===== src/rtl/muldiv_pkg.sv =====
// Shared constants, state encoding and operand-sign helpers for the RV32M multiply/divide sequencer.
package muldiv_pkg;

  localparam int unsigned XLEN_DEF = 32;

  localparam logic [2:0] MD_MUL    = 3'd0;
  localparam logic [2:0] MD_MULH   = 3'd1;
  localparam logic [2:0] MD_MULHSU = 3'd2;
  localparam logic [2:0] MD_MULHU  = 3'd3;
  localparam logic [2:0] MD_DIV    = 3'd4;
  localparam logic [2:0] MD_DIVU   = 3'd5;
  localparam logic [2:0] MD_REM    = 3'd6;
  localparam logic [2:0] MD_REMU   = 3'd7;

  typedef enum logic [1:0] {
    ST_IDLE = 2'd0,
    ST_CALC = 2'd1,
    ST_DONE = 2'd2
  } state_e;

  function automatic logic is_div(input logic [2:0] op);
    return op[2];
  endfunction

  function automatic logic is_signed_a(input logic [2:0] op);
    return (op == MD_MUL) || (op == MD_MULH) || (op == MD_MULHSU) ||
           (op == MD_DIV) || (op == MD_REM);
  endfunction

  function automatic logic is_signed_b(input logic [2:0] op);
    return (op == MD_MUL) || (op == MD_MULH) || (op == MD_DIV) || (op == MD_REM);
  endfunction

endpackage


===== src/rtl/muldiv_iter_step.sv =====
// One combinational iteration: shift-add multiply step or restoring divide step.
module muldiv_iter_step
  import muldiv_pkg::*;
#(
  parameter int unsigned XLEN = XLEN_DEF
) (
  input  logic              i_div,
  input  logic [2*XLEN-1:0] i_acc,
  input  logic [XLEN-1:0]   i_opnd,
  output logic [2*XLEN-1:0] o_acc,
  output logic              o_q
);

  logic [XLEN:0] w_sum;
  logic [XLEN:0] w_diff;

  always_comb begin
    w_sum  = {1'b0, i_acc[2*XLEN-1:XLEN]} + (i_acc[0] ? {1'b0, i_opnd} : '0);
    // Remainder shifted left with the next dividend bit, minus the divisor.
    w_diff = i_acc[2*XLEN-1:XLEN-1] - {1'b0, i_opnd};
    o_q    = 1'b0;
    o_acc  = {w_sum, i_acc[XLEN-1:1]};
    if (i_div) begin
      o_q   = ~w_diff[XLEN];
      o_acc = {(o_q ? w_diff[XLEN-1:0] : i_acc[2*XLEN-2:XLEN-1]), i_acc[XLEN-2:0], 1'b0};
    end
  end

endmodule


===== src/rtl/muldiv_seq.sv =====
// Multi-cycle RV32M multiply/divide sequencer with start/busy/done handshake.
// Define MULDIV_FAST_MUL_EN for single-cycle multiplies; divides stay iterative.
module muldiv_seq
  import muldiv_pkg::*;
#(
  parameter int unsigned XLEN  = XLEN_DEF,
  parameter int unsigned CNT_W = 6
) (
  input  logic            clk,
  input  logic            rst,
  input  logic            start,
  input  logic [2:0]      op,
  input  logic [XLEN-1:0] Reg1,
  input  logic [XLEN-1:0] Reg2,
  input  logic            flush,
  output logic            busy,
  output logic            stall,
  output logic            done,
  output logic [XLEN-1:0] Result
);

  state_e            r_state;
  logic [2:0]        r_op;
  logic              r_neg_a, r_neg_b;
  logic [XLEN-1:0]   r_opnd;
  logic [2*XLEN-1:0] r_acc;
  logic [CNT_W-1:0]  r_cnt;
  logic              r_busy, r_done;
  logic [XLEN-1:0]   r_result;

  logic              w_sa, w_sb;
  logic [XLEN-1:0]   w_abs_a, w_abs_b;
  logic              w_div0, w_ovf, w_imm, w_fast;
  logic [XLEN-1:0]   w_imm_res;
  logic [2*XLEN-1:0] w_step_acc, w_acc_fin, w_prod;
  logic              w_step_q;
  logic [XLEN-1:0]   w_quo, w_rem, w_res_fin;

  assign w_sa    = is_signed_a(op) & Reg1[XLEN-1];
  assign w_sb    = is_signed_b(op) & Reg2[XLEN-1];
  assign w_abs_a = w_sa ? -Reg1 : Reg1;
  assign w_abs_b = w_sb ? -Reg2 : Reg2;
  assign w_div0  = is_div(op) && (Reg2 == '0);
  assign w_ovf   = ((op == MD_DIV) || (op == MD_REM)) &&
                   (Reg1 == {1'b1, {(XLEN-1){1'b0}}}) && (Reg2 == '1);

`ifdef MULDIV_FAST_MUL_EN
  logic [2*XLEN-1:0] w_fprod;
  assign w_fprod = {{XLEN{w_sa}}, Reg1} * {{XLEN{w_sb}}, Reg2};
  assign w_fast  = ~is_div(op);
`else
  assign w_fast  = 1'b0;
`endif

  assign w_imm = w_div0 | w_ovf | w_fast;

  // Results resolved in IDLE without iterating; op[1] selects remainder vs quotient.
  always_comb begin
    w_imm_res = '0;
    if (w_div0) begin
      w_imm_res = op[1] ? Reg1 : '1;
    end else if (w_ovf) begin
      w_imm_res = op[1] ? '0 : Reg1;
    end
`ifdef MULDIV_FAST_MUL_EN
    else if (w_fast) begin
      w_imm_res = (op == MD_MUL) ? w_fprod[XLEN-1:0] : w_fprod[2*XLEN-1:XLEN];
    end
`endif
  end

  muldiv_iter_step #(
    .XLEN(XLEN)
  ) u_step (
    .i_div  (is_div(r_op)),
    .i_acc  (r_acc),
    .i_opnd (r_opnd),
    .o_acc  (w_step_acc),
    .o_q    (w_step_q)
  );

  assign w_acc_fin = {w_step_acc[2*XLEN-1:1], w_step_acc[0] | w_step_q};
  assign w_prod    = (r_neg_a ^ r_neg_b) ? -w_acc_fin : w_acc_fin;
  assign w_quo     = (r_neg_a ^ r_neg_b) ? -w_acc_fin[XLEN-1:0] : w_acc_fin[XLEN-1:0];
  assign w_rem     = r_neg_a ? -w_acc_fin[2*XLEN-1:XLEN] : w_acc_fin[2*XLEN-1:XLEN];

  always_comb begin
    w_res_fin = '0;
    case (r_op)
      MD_MUL:                       w_res_fin = w_prod[XLEN-1:0];
      MD_MULH, MD_MULHSU, MD_MULHU: w_res_fin = w_prod[2*XLEN-1:XLEN];
      MD_DIV, MD_DIVU:              w_res_fin = w_quo;
      default:                      w_res_fin = w_rem;
    endcase
  end

  always_ff @(posedge clk or posedge rst) begin
    if (rst) begin
      r_state  <= ST_IDLE;
      r_op     <= '0;
      r_neg_a  <= 1'b0;
      r_neg_b  <= 1'b0;
      r_opnd   <= '0;
      r_acc    <= '0;
      r_cnt    <= '0;
      r_busy   <= 1'b0;
      r_done   <= 1'b0;
      r_result <= '0;
    end else begin
      r_done <= 1'b0;
      case (r_state)
        ST_IDLE: begin
          if (start && !flush) begin
            r_op    <= op;
            r_neg_a <= w_sa;
            r_neg_b <= w_sb;
            r_cnt   <= '0;
            if (w_imm) begin
              r_result <= w_imm_res;
              r_done   <= 1'b1;
              r_state  <= ST_DONE;
            end else begin
              r_opnd  <= is_div(op) ? w_abs_b : w_abs_a;
              r_acc   <= {{XLEN{1'b0}}, (is_div(op) ? w_abs_a : w_abs_b)};
              r_busy  <= 1'b1;
              r_state <= ST_CALC;
            end
          end
        end
        ST_CALC: begin
          if (flush) begin
            r_busy  <= 1'b0;
            r_state <= ST_IDLE;
          end else begin
            r_acc <= w_acc_fin;
            if (r_cnt == CNT_W'(XLEN-1)) begin
              r_result <= w_res_fin;
              r_done   <= 1'b1;
              r_busy   <= 1'b0;
              r_state  <= ST_DONE;
            end else begin
              r_cnt <= r_cnt + 1'b1;
            end
          end
        end
        default: r_state <= ST_IDLE;
      endcase
    end
  end

  // A flush during the DONE cycle suppresses the pulse.
  assign done   = r_done & ~flush;
  assign busy   = r_busy;
  assign stall  = (start && (r_state == ST_IDLE)) || r_busy;
  assign Result = r_result;

endmodule


===== config.mk =====
export PLATFORM = sky130hd
export DESIGN_NAME = muldiv_seq
export DESIGN_NICKNAME = d
export VERILOG_FILES = /design/src/rtl/muldiv_pkg.sv /design/src/rtl/muldiv_iter_step.sv /design/src/rtl/muldiv_seq.sv
export SDC_FILE = /design/constraint.sdc
export NUM_CORES = 1
export LEC_CHECK = 0
export CORE_MARGIN = 2
export CORE_UTILIZATION = 30
export DETAILED_ROUTE_END_ITERATION = 10
export GPL_TIMING_DRIVEN = 1
export PLACE_DENSITY_LB_ADDON = 0.05
export SLEW_MARGIN = 25
export SYNTH_ARGS = -nofsm -noshare
export SYNTH_HDL_FRONTEND = slang
export SYNTH_SLANG_ARGS = --single-unit

===== constraint.sdc =====
create_clock -name clk -period 6.32 [get_ports clk]
set_clock_uncertainty 0.15 [all_clocks]
set_input_delay 1.264 -clock clk [delete_from_list [all_inputs] [get_ports clk]]
set_output_delay 1.264 -clock clk [all_outputs]
set_load 0.02 [all_outputs]

Word level (Yosys, flattened, before mapping)
Cells that the tools add are included.
{ "classes": {"reduce_logical": 28, "addsub": 8, "mux": 44, "bitwise_logic": 9, "n_eq_ne": 20} }
{ "ops": {"columns": ["op", "count"], "rows": [
  ["two-way mux 32 bit", 16],
  ["two-way mux 64 bit", 5],
  ["negation 32 bit", 4],
  ["case mux 64 bit (2 select lines)", 1],
  ["case mux 32 bit (3 select lines)", 1],
  ["equality test 32 bit, second input constant", 2],
  ["negation 64 bit", 1],
  ["case mux 32 bit (2 select lines)", 1],
  ["adder 32 x 33 -> 33 bit", 1],
  ["subtractor 33 x 32 -> 33 bit", 1],
  ["logical NOT 32 bit", 1],
  ["two-way mux 6 bit", 3],
  ["equality test 3 bit, second input constant", 4],
  ["inequality test 2 bit, second input constant", 6],
  ["case mux 6 bit (2 select lines)", 1],
  ["AND reduction 4 bit", 3],
  ["equality test 3 x 2 -> 1 bit, second input constant", 3],
  ["two-way mux 1 bit", 9],
  ["logical OR 1 bit", 8],
  ["two-way mux 2 bit", 4],
  ["adder 6 x 1 -> 6 bit, second input constant", 1],
  ["equality test 3 x 1 -> 1 bit, second input constant", 2],
  ["equality test 6 x 5 -> 1 bit, second input constant", 1],
  ["logical NOT 3 bit", 2],
  ["17 further kinds", 28]
]} }
{ "totals": {"in_bits": 71, "regBits": 143, "elab_cells": 119, "out_inout_bits": 35} }

Depth between registers and ports, before layout
{ "logic_depth": {"ltp_word": 11, "depth_mapped": 23} }

Cells and area by module
From an unflattened synthesis, not the netlist that was laid out.
{ "hier_totals": {"hier_cells": 2095, "area_unflattened_um2": 15840.2} }
{ "by_module_without_submodules": {"columns": ["module", "seq_area_each_um2", "n_inst", "cells_each", "area_per_inst_um2"], "rows": [
  ["muldiv_seq", 3578.4, 1, 1435, 11230.8],
  ["muldiv_iter_step", 0.0, 1, 660, 4609.4]
]} }

Worst setup path before layout
No wires, ideal clock.
{ "synth_path": {"path_type": "register to register", "start": "register r_acc[31]", "end": "register r_result[0], in the netlist Result[0]", "n_path_buf": 0, "arrival_ns": 4.746, "path_slack_ns": 1.288, "period_less_slack_ns": 5.032, "stages_incl_launch_ff": 22, "path_cell_list": "dfrtp_1 > inv_1 > ha_1 > inv_1 > fa_1 > a211oi_2 > nor2_2 > a211o_1 > o211a_4 > o31ai_4 > o21bai_1 > inv_1 > ha_1 > nand3_1 > or3_1 > nor4_1 > nor2_1 > xor2_1 > a222oi_1 > nor2_1 > a21oi_1 > o21ai_0"} }
{ "synth_between": {"elab_chain_len": 10} }
{ "synth_lines": {"columns": ["element", "line_no", "rtl"], "rows": [
  ["from (decl)", "muldiv_seq.sv:26", "logic [2*XLEN-1:0] r_acc;"],
  ["from (signal assigned)", "muldiv_seq.sv:124", "r_acc <= {{XLEN{1'b0}}, (is_div(op) ? w_abs_a : w_abs_b)};"],
  ["from (signal assigned)", "muldiv_seq.sv:135", "r_acc <= w_acc_fin;"],
  ["subtractor 33 x 32 -> 33 bit", "muldiv_iter_step.sv:20", "w_diff = i_acc[2*XLEN-1:XLEN-1] - {1'b0, i_opnd};"],
  ["NOT 1 bit", "muldiv_iter_step.sv:24", "o_q = ~w_diff[XLEN];"],
  ["two-way mux 1 bit", "muldiv_iter_step.sv:23", "if (i_div) begin"],
  ["OR 1 bit", "muldiv_seq.sv:82", "assign w_acc_fin = {w_step_acc[2*XLEN-1:1], w_step_acc[0] | w_step_q};"],
  ["negation 64 bit or negation 32 bit (tied branches)", "muldiv_seq.sv:83, muldiv_seq.sv:84", null],
  ["two-way mux 64 bit or two-way mux 32 bit (tied branches)", "muldiv_seq.sv:83, muldiv_seq.sv:84", null],
  ["case mux 32 bit (3 select lines) *", "muldiv_seq.sv:89", "case (r_op)"],
  ["two-way mux 32 bit *", "muldiv_seq.sv:136", "if (r_cnt == CNT_W'(XLEN-1)) begin"],
  ["two-way mux 32 bit *", "muldiv_seq.sv:131", "if (flush) begin"],
  ["case mux 32 bit (2 select lines) *", "muldiv_seq.sv:111", "case (r_state)"],
  ["to (signal assigned)", "muldiv_seq.sv:119", "r_result <= w_imm_res;"],
  ["to (signal assigned)", "muldiv_seq.sv:137", "r_result <= w_res_fin;"],
  ["to (decl)", "muldiv_seq.sv:29", "logic [XLEN-1:0] r_result;"]
]} }
Mark *: on every way between the ends. The rest lies on a longest branch, timed or not. The select of a mux whose other input is x is not followed.
A chain may end at the register's enable or synchronous reset.

Worst setup path after layout
{ "layout_path": {"start": "register r_acc[31]", "end": "register r_result[28], in the netlist Result[28]"} }
Same word-level chain as after synthesis.

==> results.sh <==
export IMPL_status="finished clean"
export IMPL_root_buffer="clkbuf_16"
export IMPL_stdcell_area_um2=19040
export IMPL_syn_to_final_growth_pct=16.74
export IMPL_crit_path_max_fanout=8
export IMPL_cts_sinks=143
export IMPL_io_pins=106
export IMPL_finalCritPeriodShare_pct=94.92
export IMPL_worst_pin_slew_ps=1079
export IMPL_postCtsSetupBuffers=0
export IMPL_avgSynthCellArea_um2=7.227
export IMPL_setup_viol=0
export IMPL_grt_pass1_vias=16998
export IMPL_critPathKind="reg -> reg"
export IMPL_end_kind="register"
export IMPL_crit_path_start_kind="register"
export IMPL_hp_start="Result[21]$_DFFE_PP0P_"
export IMPL_synth_flop_cell="dfrtp_1"
export IMPL_routed_via_count=17821
export IMPL_dieHeight_um=237.2
export IMPL_power_total_w=0.008495
export IMPL_core_area_um2=53810
export IMPL_port_buffers=105
export IMPL_ir_worst_vdd_mv=0.2829
export IMPL_track_usage_pct=28.09
export IMPL_cts_tree="yes"
export IMPL_grt_setup_unrepaired="no"
export IMPL_routedWlPerCell_um=26.03
export IMPL_fin_nets=2487
export IMPL_clock_latency_ps=490
export IMPL_slew_headroom_pct=27.31
export IMPL_drc=0
export IMPL_min_to="Result[21]$_DFFE_PP0P_"
export IMPL_clock_path_buffers=2
export IMPL_reg2reg_slack_ps=320
export IMPL_whs_ps=350.0
export IMPL_finalHoldViolations=0
export IMPL_fmax_mhz=166.7
export IMPL_dieArea_um2=56250
export IMPL_h_tree_depth=4
export IMPL_cp_required_ps=6530
export IMPL_clkTransAtPathRegs_ps=70
export IMPL_p_leak_nw=7.591
export IMPL_first_iter_violations=1659
export IMPL_yosysTopAreaCell="dfrtp_1"
export IMPL_synth_cells=2257
export IMPL_vias_per_cell=5.835
export IMPL_ant_nets=0
export IMPL_place_area_um2=18480
export IMPL_arrival_ps=6200
export IMPL_fp_row_count=85
export IMPL_hold_class="reg -> reg"
export IMPL_final_core_util_pct=35.39
export IMPL_synthesis_nets=2400
export IMPL_reg2reg_depth=19
export IMPL_yosys_register_bits=143
export IMPL_period_minus_slack_ps=5999
export IMPL_dp_hpwl_um=64090
export IMPL_antenna_found_initial=6
export IMPL_synth_edf_count=0
export IMPL_initial_core_util_pct=30.31
export IMPL_timing_rr_start="r_acc[31]$_DFFE_PP0P_"
export IMPL_syn_area_um2=16310
export IMPL_synth_area_leaders="dfrtp_1 22%, o21ai_0 8.3%, nand2_1 6.3%, a21oi_1 5.9%, ha_1 5.4%"
export IMPL_die_x_um=237.2
export IMPL_maxSlewViolCount=0
export IMPL_gp_congestion=0.9332
export IMPL_yosys_area_top_type_share_pct=21.94
export IMPL_ys_types=96
export IMPL_holdPathStages=2
export IMPL_ys_seq_area_share_pct=21.94
export IMPL_grt_ovfl_total=0
export IMPL_ys_warn_count=0
export IMPL_timing_rr_end="Result[28]$_DFFE_PP0P_"
export IMPL_grt_pass1_wl_um=116900
export IMPL_cap_violations=0
export IMPL_synth_async_reset_ratio_pct=100.0
export IMPL_grt_max_degree=88
export IMPL_cts_buffers=17
export IMPL_post_route_cells_drive_above_1_share_pct=8.019
export IMPL_dr_pass1_iters=8
export IMPL_p_per_area_nw_per_um2=446.1
export IMPL_tns_ps=0
export IMPL_drt_wl_total_um=79480
[where the power goes]
group          internal [W]  total (W)  leakage [nW]  switching, W
clock network      0.000551    0.00103         0.259      0.000478
logic               0.00212    0.00606          5.49       0.00394
registers           0.00110    0.00141          1.84      0.000310
[registers in the layout, summed over array words and instances (netlist names), 2 cells and up]
signal	flops
r_op	3
Result	32
r_acc	64
r_opnd	32
r_state	2
r_cnt	6
[logic make-up after synthesis]
| family | count (synthesis) | synth area share (%) |
|---|---|---|
| AND/OR/NAND/NOR | 811 | 23.53 |
| AO/OA/AOI/OAI | 794 | 30.77 |
| buffers and inverters | 199 | 4.740 |
| XOR/XNOR | 170 | 9.128 |
| flip-flops | 143 | 21.94 |
| adder cells (fa/ha/maj) | 72 | 5.615 |
| multiplexers | 68 | 4.272 |
[metrics by stage]
stage,cells,setup WS [ps]
2_1_floorplan,2257,1068
4_1_cts,3053,347.9
5_1_grt,3053,48.40
6_report,3054,321.3
3_5_place_dp,3021,417.1
3_3_place_gp,3021,431.6
[cell usage in the layout, fill, tap and decap left out, drive strengths merged, types with 17 or more instances in the layout]
cell | synthesis | final
o21ai | 281 | 281
nand2 | 278 | 278
nor2 | 232 | 232
a21oi | 197 | 197
dfrtp | 143 | 143
clkdlybuf4s50 | 0 | 104
xnor2 | 96 | 96
buf | 30 | 92
xor2 | 74 | 74
inv | 70 | 71
ha | 70 | 70
mux2i | 55 | 55
nor3 | 54 | 54
and2 | 48 | 48
a31oi | 40 | 40
nand3 | 38 | 38
a211oi | 34 | 34
nand4 | 30 | 30
a21o | 27 | 27
o31ai | 25 | 25
nor4 | 23 | 23
clkbuf | 98 | 20
o21a | 19 | 19
o211ai | 17 | 17
[worst max path at each step]
stage	from	end	slack (ps)	cells after the start
2_1_floorplan	rst	Result[0]$_DFFE_PP0P_	1070	1
3_3_place_gp	r_acc[31]$_DFFE_PP0P_	Result[28]$_DFFE_PP0P_	430	19
3_5_place_dp	r_acc[31]$_DFFE_PP0P_	Result[28]$_DFFE_PP0P_	420	19
4_1_cts	r_acc[31]$_DFFE_PP0P_	Result[28]$_DFFE_PP0P_	350	19
5_1_grt	r_acc[31]$_DFFE_PP0P_	Result[24]$_DFFE_PP0P_	50	21
6_report	r_acc[31]$_DFFE_PP0P_	Result[28]$_DFFE_PP0P_	320	19
[per-layer routing]
layer	GRT usage [%]	share of wire, %
met1	38.27	46
met5	0	0.013
met2	46.23	46
met4	9.529	3.2
met3	3.112	4.2
[cell type report]
class,instances,area [um^2]
clock inverter,12,112.6
multi-input combinational,1915,12000
clock buffer,20,446.7
fill,5855,34770
inverter,71,271.5
sequential,143,3582
tap,696,870.8
antenna,1,2.502
timing repair buffer,196,1757
[cell usage after synthesis (39+ instances only)]
cell	n
a21oi_1	193
mux2i_1	55
nor2_1	228
dfrtp_1	143
o21ai_0	270
xor2_1	74
xnor2_1	96
a31oi_1	39
nand2_1	275
clkbuf_1	98
nor3_1	53
ha_1	70
inv_1	70
and2_1	47
[critical path: stages, from the launching register on]
cell and delay (ps):
dfrtp_1 420, inv_1 120, ha_1 170, inv_1 60
fa_1 430, a211oi_2 320, nor2_2 120, a211o_1 380
o211ai_4 350, nand3_2 280, buf_4 280, nand3_1 90
a31o_2 280, ha_1 350, nand4_1 250, or3_1 440
o41ai_1 520, xor2_1 130, a221oi_1 590, o21ai_1 120
[what timing repair did]
item,4_1_cts,5_1_grt
endpoints found under the hold margin,0,0
hold buffers,0,0
resized for setup,0,1
endpoints found under the setup margin,0,2
(Power assumes the default switching activity.)
